File: src/rtl/red_pipe.sv
`default_nettype none
// ============================================================================
// Module   : red_pipe
// Brief    : Pipelined lane-wise A+B add followed by a registered adder-tree
//            reduction, signed or unsigned per transaction, valid/ready flow.
// Revision : 1.0
// ============================================================================
module red_pipe #(
  parameter int WIDTH = 16,
  parameter int LANE  = 8
) (
  input  logic             clk,
  input  logic             rst_n,
  input  logic             in_valid,
  output logic             in_ready,
  input  logic [WIDTH-1:0] A,
  input  logic [WIDTH-1:0] B,
  input  logic             sgn,
  input  logic             flush,
  output logic             out_valid,
  input  logic             out_ready,
  output logic [WIDTH-1:0] Out
);

  localparam int c_NLANES = WIDTH / LANE;
  localparam int c_TREE   = $clog2(c_NLANES);
  localparam int c_TW     = LANE + 1 + c_TREE;
  localparam int c_NNODE  = 2 * c_NLANES - 1;

  // Every node is held at the final-sum width, already extended per its own
  // sgn, so each pairwise add stays exact without per-level re-extension.
  // Nodes are laid out level by level: lanes first, root last.
  logic [c_TW-1:0] r_node [c_NNODE];
  logic [c_TW-1:0] w_next [c_NNODE];
  logic [c_TREE:0] r_vld;
  logic [c_TREE:0] r_sg;
  logic            w_adv;
  logic [c_TW-1:0] w_fin;
  logic [WIDTH-1:0] w_out;

  assign w_adv     = !r_vld[c_TREE] || out_ready;
  assign in_ready  = w_adv;
  assign out_valid = r_vld[c_TREE];

  generate
    for (genvar i = 0; i < c_NLANES; i++) begin : g_lane
      logic [LANE-1:0] w_a;
      logic [LANE-1:0] w_b;
      logic [c_TW-1:0] w_ea;
      logic [c_TW-1:0] w_eb;
      assign w_a  = A[LANE*i +: LANE];
      assign w_b  = B[LANE*i +: LANE];
      assign w_ea = sgn ? {{(c_TW-LANE){w_a[LANE-1]}}, w_a} : {{(c_TW-LANE){1'b0}}, w_a};
      assign w_eb = sgn ? {{(c_TW-LANE){w_b[LANE-1]}}, w_b} : {{(c_TW-LANE){1'b0}}, w_b};
      assign w_next[i] = w_ea + w_eb;
    end

    for (genvar k = 1; k <= c_TREE; k++) begin : g_lvl
      for (genvar j = 0; j < (c_NLANES >> k); j++) begin : g_node
        localparam int c_SRC = 2*c_NLANES - ((2*c_NLANES) >> (k-1)) + 2*j;
        localparam int c_DST = 2*c_NLANES - ((2*c_NLANES) >> k) + j;
        assign w_next[c_DST] = r_node[c_SRC] + r_node[c_SRC+1];
      end
    end
  endgenerate

  always_ff @(posedge clk or negedge rst_n) begin
    if (!rst_n) begin
      r_vld <= '0;
      r_sg  <= '0;
      for (int n = 0; n < c_NNODE; n++) begin
        r_node[n] <= '0;
      end
    end else begin
      if (flush) begin
        r_vld <= '0;
      end else if (w_adv) begin
        r_vld <= {r_vld[c_TREE-1:0], in_valid};
      end
      if (w_adv) begin
        r_sg <= {r_sg[c_TREE-1:0], sgn};
        for (int n = 0; n < c_NNODE; n++) begin
          r_node[n] <= w_next[n];
        end
      end
    end
  end

  assign w_fin = r_node[c_NNODE-1];

  always_comb begin
    w_out = {WIDTH{r_sg[c_TREE] & w_fin[c_TW-1]}};
    w_out[c_TW-1:0] = w_fin;
  end

  assign Out = w_out;

endmodule
`default_nettype wire

File: config.mk
export PLATFORM = sky130hd
export DESIGN_NAME = red_pipe
export DESIGN_NICKNAME = d
export VERILOG_FILES = /design/src/rtl/red_pipe.sv
export SDC_FILE = /design/constraint.sdc
export NUM_CORES = 1
export LEC_CHECK = 0
export CELL_PAD_IN_SITES_DETAIL_PLACEMENT = 2
export CELL_PAD_IN_SITES_GLOBAL_PLACEMENT = 2
export CORE_ASPECT_RATIO = 1.75
export CORE_MARGIN = 2
export CORE_UTILIZATION = 25
export CTS_BUF_LIST = sky130_fd_sc_hd__clkbuf_8
export DETAILED_ROUTE_END_ITERATION = 6
export PLACE_DENSITY_LB_ADDON = 0.1
export SLEW_MARGIN = 20
export SYNTH_ARGS = -nofsm -noshare
export SYNTH_HDL_FRONTEND = slang
export SYNTH_SLANG_ARGS = --single-unit
export TNS_END_PERCENT = 50
File: constraint.sdc
create_clock -name clk -period 1.9 [get_ports clk]
set_input_delay 0.19 -clock clk [delete_from_list [all_inputs] [get_ports clk]]
set_output_delay 0.19 -clock clk [all_outputs]
set_load 0.02 [all_outputs]
* After elaboration in Yosys (flattened, before gate mapping)
Cells that the tools add are included.
** Word-level totals
- Bits in registers :: 34
- Bits of input ports :: 38
- Word-level logic and storage cells :: 18
** Cells by class
- Add/subtract/negate cells :: 3
- Multiplexer cells :: 6
- Bitwise gates (word level) :: 1
- Reduce and logical (&&, ||, !) cells :: 3
** Operators by type and width (count)
- 10-bit two-way mux :: 4
- 10-bit adder :: 3
- 2-bit two-way mux :: 2
- 2-bit nonzero test :: 1
- 1-bit AND :: 1
- 1-bit zero test :: 1
- 1-bit logical OR :: 1

* Longest topological paths before layout
Gate-level depths: netlist (run 1).
- Depth after elaboration :: 4
- Gate-level depth with buffers :: 8
- Mapped depth without buffers :: 8

* Worst setup path before layout (run 1)
Ideal clock, no wire load.
- Kind :: reg-to-reg
- From :: register r_node[10] (netlist name)
- To :: register r_node, in the netlist w_fin[6]
- Setup time :: 120 ps
- Data arrival time :: 1844 ps
- Data required time :: 1780 ps
- Slack :: -64 ps
- Cell stages (with the launch flop) :: 9
- Buffers on the path :: 0
- Period minus slack after synthesis :: 1964 ps
- Cells stage by stage :: dfrtp_1 -> ha_1 -> inv_1 -> fa_1 -> nor2b_4 -> o31a_1 -> o21a_1 -> or3_1 -> a31o_1
** Between the ends
- Longest elaborated chain between the ends :: 1
** Ends and longest elaborated chain
- start: declaration :: line 33 : logic [c_TW-1:0] r_node [c_NNODE];
- start signal: indexed assignment :: line 83 : r_node[n] <= w_next[n];
- 10-bit adder :: line 62 : assign w_next[c_DST] = r_node[c_SRC] + r_node[c_SRC+1];
Every way passes these cells.
A chain may end at the register's enable or synchronous reset.

* Worst setup path in the final report (run 1)
Ends and elaborated chain as after synthesis.

==> results of run 1 <==
-- layout by cell type (no fill, tap or decap), types with 2 or more instances in the layout --
cell and instances:
sky130_fd_sc_hd__clkdlybuf4s50_1 48, sky130_fd_sc_hd__buf_4 43, sky130_fd_sc_hd__nand2_1 35, sky130_fd_sc_hd__dfrtp_1 34, sky130_fd_sc_hd__nor2_1 26, sky130_fd_sc_hd__ha_1 23, sky130_fd_sc_hd__a21oi_1 18, sky130_fd_sc_hd__o21ai_0 16
sky130_fd_sc_hd__xor2_1 11, sky130_fd_sc_hd__and2_1 9, sky130_fd_sc_hd__clkbuf_8 8, sky130_fd_sc_hd__o21a_1 6, sky130_fd_sc_hd__a211oi_1 6, sky130_fd_sc_hd__a21o_1 6, sky130_fd_sc_hd__inv_2 5, sky130_fd_sc_hd__inv_1 5
sky130_fd_sc_hd__nor3b_1 5, sky130_fd_sc_hd__dlymetal6s2s_1 5, sky130_fd_sc_hd__o21ai_1 4, sky130_fd_sc_hd__o31a_1 4, sky130_fd_sc_hd__or3_1 4, sky130_fd_sc_hd__nor2b_4 3, sky130_fd_sc_hd__a31o_1 3, sky130_fd_sc_hd__o21bai_1 3
sky130_fd_sc_hd__o31ai_1 3, sky130_fd_sc_hd__a21oi_2 3, sky130_fd_sc_hd__nand3_1 3, sky130_fd_sc_hd__nor2b_1 3, sky130_fd_sc_hd__fa_2 3, sky130_fd_sc_hd__a211oi_2 2, sky130_fd_sc_hd__or4_1 2, sky130_fd_sc_hd__a221oi_1 2
sky130_fd_sc_hd__nor4b_1 2, sky130_fd_sc_hd__ha_4 2, sky130_fd_sc_hd__ha_2 2, sky130_fd_sc_hd__dlygate4sd2_1 2
-- sequential cells by signal, summed over array words and instances (netlist names) --
name and count:
r_node 20, w_fin 10, r_sg 2, r_vld 2
-- what timing repair did --
item,CTS,global route
pin swaps,7,10
resized for setup,8,16
buffers inserted,3,2
endpoints found under the hold margin,0,0
hold buffers,0,0
endpoints found under the setup margin,7,11
-- cells by family after synthesis --
group,after synthesis
and+or+nand+nor,97
DFF,34
adders and majority gates,30
buffers and inverters,32
xor gates and xnor gates,12
AOI/OAI and AO/OA,81
-- worst max-delay path, cell delays in order (launching register included) --
cell and delay [ns]:
sky130_fd_sc_hd__dfrtp_1 0.41, sky130_fd_sc_hd__ha_4 0.18, sky130_fd_sc_hd__inv_2 0.05, sky130_fd_sc_hd__fa_2 0.22, sky130_fd_sc_hd__nor2b_4 0.04, sky130_fd_sc_hd__o31a_1 0.27, sky130_fd_sc_hd__o21a_1 0.19, sky130_fd_sc_hd__or3_1 0.30
sky130_fd_sc_hd__a31o_1 0.20
-- per-layer routing --
layer  vias to the layer above  wire length [um]
met5                         -                 0
met3                         7               161
met4                         0               132
met2                        38              4553
li1                       1164                 -
met1                      1169              2743
-- power breakdown --
group	switching, mW	internal [mW]	total (mW)
sequential	0.124	0.915	1.04
clock	0.281	0.366	0.647
combinational	0.811	0.861	1.67
-- how the worst max path moves through the flow --
stage	slack [ns]	cells after the start	end
after floorplan	-0.02	8	w_fin[6]
after global placement	-0.37	9	r_node[28]
after detailed placement	-0.42	9	r_node[28]
after CTS	-0.09	8	w_fin[6]
after global routing	-0.17	8	w_fin[6]
final	-0.06	8	w_fin[6]
-- stage by stage --
stage	cell area, um^2	util, %
final	3638	36.72
after global routing	3638	36.72
after CTS	3573	36.06
after detailed placement	3426	34.57
after global placement	3426	34.57
after floorplan	2554	-
-- final cells by class --
| type | instances | area [um^2] | share of cell area (%) |
|---|---|---|---|
| clock buffer | 8 | 110.1 | 3.026 |
| inverter | 10 | 37.54 | 1.032 |
| multi-input combinational | 220 | 1580 | 43.43 |
| sequential | 34 | 850.8 | 23.38 |
| tap | 125 | 156.4 | 4.298 |
| timing repair buffer | 99 | 903.4 | 24.83 |
==> results.txt, run 1 <==
Run status: complete, but fails checks
Violated checks: setup timing
Share of the synthesized area in the top cell type: 33.38%
Worst VDD drop: 0.0003653 V
Worst reg-to-reg setup slack: -0.06 ns
Number of antenna violations at the first check in global routing: 0
Number of DRC violations after detailed routing: 0
Wire per inst: 15.30 um
Mux share of post-synthesis cell area: 0%
Final Skew: 0.007900 ns
Share of final-layout standard cells stronger than drive strength 1: 20.22%
Count of distinct cell types in the synthesized netlist: 40
Worst-case setup slack after placement: -0.4200 ns
Met3 track utilization from global routing: 1.835%
Most area-hungry cell type in the Yosys netlist: sky130_fd_sc_hd__dfrtp_1
Critical path data required time: 2.09 ns
Final number of setup-violating endpoints: 2
Width of the die: 80.33 um
Leading post-synthesis cells by cell area: sky130_fd_sc_hd__dfrtp_1 (33%), sky130_fd_sc_hd__ha_1 (13%), sky130_fd_sc_hd__nand2_1 (5.2%)
Worst Setup End Kind: flip-flop
Slew @ Worst Pin: 0.4642 ns
Power per standard cell area: 923.2 mW/mm^2
Max Cap Viol: 0
Number of synthesized flops with an enable pin: 0
Crit path arrival time: 2.16 ns
Maximum buffer depth of the clock tree: 2
Category of the worst setup path launch point: flip-flop
Setup repair after global routing missed its margin: yes
Detailed-routing iteration count for the pre-antenna-repair pass: 3
Final Worst Setup Slack: -0.06401 ns
Global-route wire length before repair: 12430 um
Layout area overhead: 42.76%
CTS tree: yes
Clock transition time at the flip-flop clock pins of the worst setup and hold paths: 0.07 ns
Hold path start: A[8]
DIE AREA: 0.01105 mm^2
Root buffer cell: sky130_fd_sc_hd__clkbuf_8
Number of inserted filler cells in the final layout: 1127
Initial DRC Count: 44
Worst skew pair latency: 0.30 ns
Time the final worst path needs with I/O delays and setup: 1.964 ns
Final hold violation count: 0
Synthesized instance count: 286
Static Leakage: 1.641 nW
Max Slew Vio Count: 0
Primary FF master, synth: sky130_fd_sc_hd__dfrtp_1
Number of sinks on the clock net: 34
Post-synthesis instance area: 0.002549 mm^2
Endpoint of the most critical register-to-register path: w_fin[6]
Largest net degree at the start of global routing: 35
Count of state elements after synthesis: 34
Starting density of the core: 25.72%
Seq/Total Area, Yosys: 33.38%
Upper clock frequency limit: 509.2 MHz
Most frequent cells after synthesis: sky130_fd_sc_hd__nand2_1 (35), sky130_fd_sc_hd__dfrtp_1 (34), sky130_fd_sc_hd__ha_1 (27), sky130_fd_sc_hd__nor2_1 (26), sky130_fd_sc_hd__a21oi_1 (21)
Hold slack final: 0.2541 ns
Type of the tightest min-delay check: primary input to flip-flop
Met2 Usage GRT: 30.05%
CTS HTree Levels: 2
Placer Congestion: 0.7222
Start of the worst register-to-register path: r_node[10]
Total number of vias: 2378
Total inserted antenna cells: 0
GR met1 Demand/Resource: 14.67%
Max Fanout on Critical Path: 3
Critical Path Source: r_node[10]
Placeable core region: 0.009910 mm^2
Dominant combinational cell family by area after synthesis: compound AO/OA/AOI/OAI gates
TritonCTS buffer count: 5
Post-detailed-route count of antenna-violating nets: 0
Share of the synthesized area in compound gates (AO/OA/AOI/OAI): 20.72%
Die Y: 137.6 um
Share of synthesized cell area in full adder, half adder and majority cells: 15.61%
Detailed-placement wirelength estimate: 6151 um
Most frequently used cell type in the post-synthesis netlist: sky130_fd_sc_hd__nand2_1
Post-Layout Cell Count: 496
Synth Area per Inst: 8.912 um^2
Vias in the first global route: 2529
Final Total Pwr: 3.359 mW
Number of cell instances on the worst register-to-register path: 8
Share of async-settable or async-resettable flops after synthesis: 100.0%
Total placed cells including tap cells: 483
Ports: 56
Xor and xnor fraction of the mapped netlist area: 4.124%
Most Used Layer, Global Route: met2
Worst Hold Endpoint: r_node[10]
Number of cells traversed by the worst hold path: 4
Number of synthesis warnings: 0
Global route overflow: 0
Setup CP Type: flip-flop to flip-flop
Total number of placement rows: 48
Layout Nets: 438
Setup TNS: -0.08854 ns
Total routed wirelength: 7591 um
Tcrit/Tclk final: 103.4%
Tot GR Track Use: 14.82%
Simple-Gate Fraction of Synth Area: 19.10%
IO buf count: 55
Net count after synthesis: 354
Via density: 4.794
Relative slew slack: 69.06%
No activity file was read; power rests on OpenSTA's default activity.
==> run 2, diff against run 1 <==
--- a/config.mk
+++ b/config.mk
@@ -8,7 +8,6 @@
 export CELL_PAD_IN_SITES_DETAIL_PLACEMENT = 2
 export CELL_PAD_IN_SITES_GLOBAL_PLACEMENT = 2
 export CORE_ASPECT_RATIO = 1.75
-export CORE_MARGIN = 2
 export CORE_UTILIZATION = 25
 export CTS_BUF_LIST = sky130_fd_sc_hd__clkbuf_8
 export DETAILED_ROUTE_END_ITERATION = 6
==> results.txt, run 2 (synthesis results as in run 1) <==
Upper clock frequency limit: 502.3 MHz (-1.3%)
Total number of vias: 2370 (-0.34%)
Total routed wirelength: 7352 um (-3.1%)
Tcrit/Tclk final: 104.8% (+1.4 points)
Combinational share of power: 49.8% (about the same)
IO buf count: 55 (unchanged)
Number of inserted filler cells in the final layout: 1159 (+2.8%)
Initial DRC Count: 31 (-30%)
Placer Congestion: 0.7166 (-0.78%)
Endpoint of the most critical register-to-register path: w_fin[6]
Relative slew slack: 69.21% (+0.15 points)
Number of cell instances on the worst register-to-register path: 8 (unchanged)
Share of final-layout standard cells stronger than drive strength 1: 19.14% (-1.1 points)
Worst reg-to-reg setup slack: -0.09 ns (-0.03 ns)
Static Leakage: 1.654 nW (+0.74%)
Vias in the first global route: 2616 (+3.4%)
Internal power: 2.159 mW (+0.78%)
Total number of placement rows: 48 (unchanged)
Post-detailed-route count of antenna-violating nets: 0 (unchanged)
Cells along the critical path: ha_2, inv_2, fa_2, nor2b_4, o31a_1, o21a_1, or3_1, a31o_1
Hold slack final: 0.2593 ns (+0.005244 ns)
Final Total Pwr: 3.363 mW (+0.12%)
Start of the worst register-to-register path: r_node[10]
Final Worst Setup Slack: -0.09078 ns (-0.02677 ns)
Switching component of the power: 1.204 mW (-1.1%)
Power per standard cell area: 927.2 mW/mm^2 (+0.43%)
DIE AREA: 0.01062 mm^2 (-3.9%)
Most common library cell in the layout ignoring fill and taps: sky130_fd_sc_hd__clkdlybuf4s50_1
Final hold violation count: 0 (unchanged)
Number of antenna violations at the first check in global routing: 0 (unchanged)
Post-Layout Cell Count: 496 (unchanged)
Time the final worst path needs with I/O delays and setup: 1.991 ns (+0.02677 ns)
Number of sinks on the clock net: 34 (unchanged)
Tot GR Track Use: 14.79% (-0.027 points)
Starting density of the core: 25.72% (unchanged)
Setup TNS: -0.1713 ns (-0.08275 ns)
Worst-case setup slack after placement: -0.4035 ns (+0.01653 ns)
Run status: complete, but fails checks
Largest net degree at the start of global routing: 35 (unchanged)
Clock group share of total power: 19.4% (about the same)
Type of the tightest min-delay check: primary input to flip-flop
Max Cap Viol: 0 (unchanged)
Sequential power share: 30.8% (about the same)
Area after detailed placement: 0.003426 mm^2 (unchanged)
Worst skew pair latency: 0.29 ns (about the same)
Die Y: 135.6 um (-1.5%)
Layout area overhead: 42.32%
Number of DRC violations after detailed routing: 0 (unchanged)
Ports: 56 (unchanged)
Final number of setup-violating endpoints: 2 (unchanged)
Total inserted antenna cells: 0 (unchanged)
Setup CP Type: flip-flop to flip-flop
Layout Nets: 438 (unchanged)
Max Slew Vio Count: 0 (unchanged)
Via density: 4.778 (-0.34%)
TritonCTS buffer count: 5 (unchanged)
Placeable core region: 0.009910 mm^2 (unchanged)
Width of the die: 78.33 um (-2.5%)
Total placed cells including tap cells: 483 (unchanged)
Utilization after layout: 36.60% (-0.11 points)
Highest-count cells in the layout ignoring fill and taps: sky130_fd_sc_hd__clkdlybuf4s50_1 (47), sky130_fd_sc_hd__buf_4 (43), sky130_fd_sc_hd__nand2_1 (35)
Category of the worst setup path launch point: flip-flop
Worst VDD drop: 0.0003328 V (-8.9%)
Quantity of hold-fixing buffers added after cts: 0 (unchanged)
Wire per inst: 14.82 um (-3.1%)
Most flop-heavy register: r_node
Violated checks: setup timing
Critical path data required time: 2.08 ns (about the same)
Post-route cell area: 0.003627 mm^2 (-0.31%)
Highest cell delay on the worst timing path: 0.39 ns (-0.02 ns)
Number of cells traversed by the worst hold path: 4 (unchanged)
Slew @ Worst Pin: 0.4619 ns (-0.002289 ns)
Worst Hold Endpoint: r_node[10]
Worst Setup End Kind: flip-flop
CTS tree: yes
CTS HTree Levels: 2 (unchanged)
Max Fanout on Critical Path: 3 (unchanged)
Clock transition time at the flip-flop clock pins of the worst setup and hold paths: 0.07 ns (about the same)
Root buffer cell: sky130_fd_sc_hd__clkbuf_8
Critical-path top delay cell: sky130_fd_sc_hd__dfrtp_1
Sw Ratio: 35.80% (-0.43 points)
Crit path arrival time: 2.18 ns (+0.02 ns)
Detailed-placement wirelength estimate: 6041 um (-1.8%)
Final Skew: 0.005260 ns (-0.002640 ns)
Setup repair after global routing missed its margin: yes
Maximum buffer depth of the clock tree: 2 (unchanged)
Hold path start: A[8]
Detailed-routing iteration count for the pre-antenna-repair pass: 3 (unchanged)
Global-route wire length before repair: 12140 um (-2.3%)
Number of flip-flops under the largest register name: 20 (unchanged)
Global route overflow: 0 (unchanged)
run 2: area by class of cell:
| class | count | area [um^2] | share of cell area (%) |
|---|---|---|---|
| clock buffer | 5 | 68.82 | 1.897 |
| clock inverter | 3 | 37.54 | 1.035 |
| inverter | 10 | 37.54 | 1.035 |
| multi-input combinational | 220 | 1570 | 43.29 |
| sequential | 34 | 850.8 | 23.46 |
| tap | 125 | 156.4 | 4.312 |
| timing repair buffer | 99 | 905.9 | 24.97 |
run 2: what timing repair did:
item                                    4_1_cts  5_1_grt
setup buffers                                 2        3
resized for setup                             8       14
pin swaps                                     7       11
endpoints found under the setup margin        7       10
endpoints found under the hold margin         0        0
run 2: routing by layer:
layer / up-vias / GRT usage (%) / routed length [um]
met4: 0 / 5.247 / 111
li1: 1160 / - / -
met5: - / 0 / 0
met3: 7 / 1.616 / 127
met2: 38 / 30.41 / 4476
met1: 1165 / 14.70 / 2636
run 2: how the worst max path moves through the flow:
stage,start,depth (start not counted),end
after detailed placement,A[0],9,r_node[28]
after CTS,r_node[10],8,w_fin[6]
final,r_node[10],8,w_fin[6]
after global placement,A[0],9,r_node[28]
after global routing,r_node[10],8,w_fin[6]
after floorplan,r_node[10],8,w_fin[6]
run 2: power groups by stage:
stage               Sequential [mW]  Clock, mW  Combinational, mW
global placement               1.05          0               1.62
finish                         1.03      0.652               1.68
floorplan                      1.01          0               1.12
detailed placement             1.06          0               1.66
CTS                            1.04      0.681               1.69
global route                   1.07      0.702               1.86
run 2: worst max-delay path: cells and delay by family (launching register included):
kind                       cells  cell delay, ns
AOI/OAI and AO/OA              3            0.66
DFF                            1            0.39
and+or+nand+nor                2            0.36
buffers and inverters          1            0.05
adders and majority gates      2            0.42
==> run 3, diff against run 2 <==
--- a/config.mk
+++ b/config.mk
@@ -12,7 +12,6 @@
 export CTS_BUF_LIST = sky130_fd_sc_hd__clkbuf_8
 export DETAILED_ROUTE_END_ITERATION = 6
 export PLACE_DENSITY_LB_ADDON = 0.1
-export SLEW_MARGIN = 20
 export SYNTH_ARGS = -nofsm -noshare
 export SYNTH_HDL_FRONTEND = slang
 export SYNTH_SLANG_ARGS = --single-unit
==> results of run 3 <==
Same layout as run 2: the final DEF is identical, and so are final timing and power.
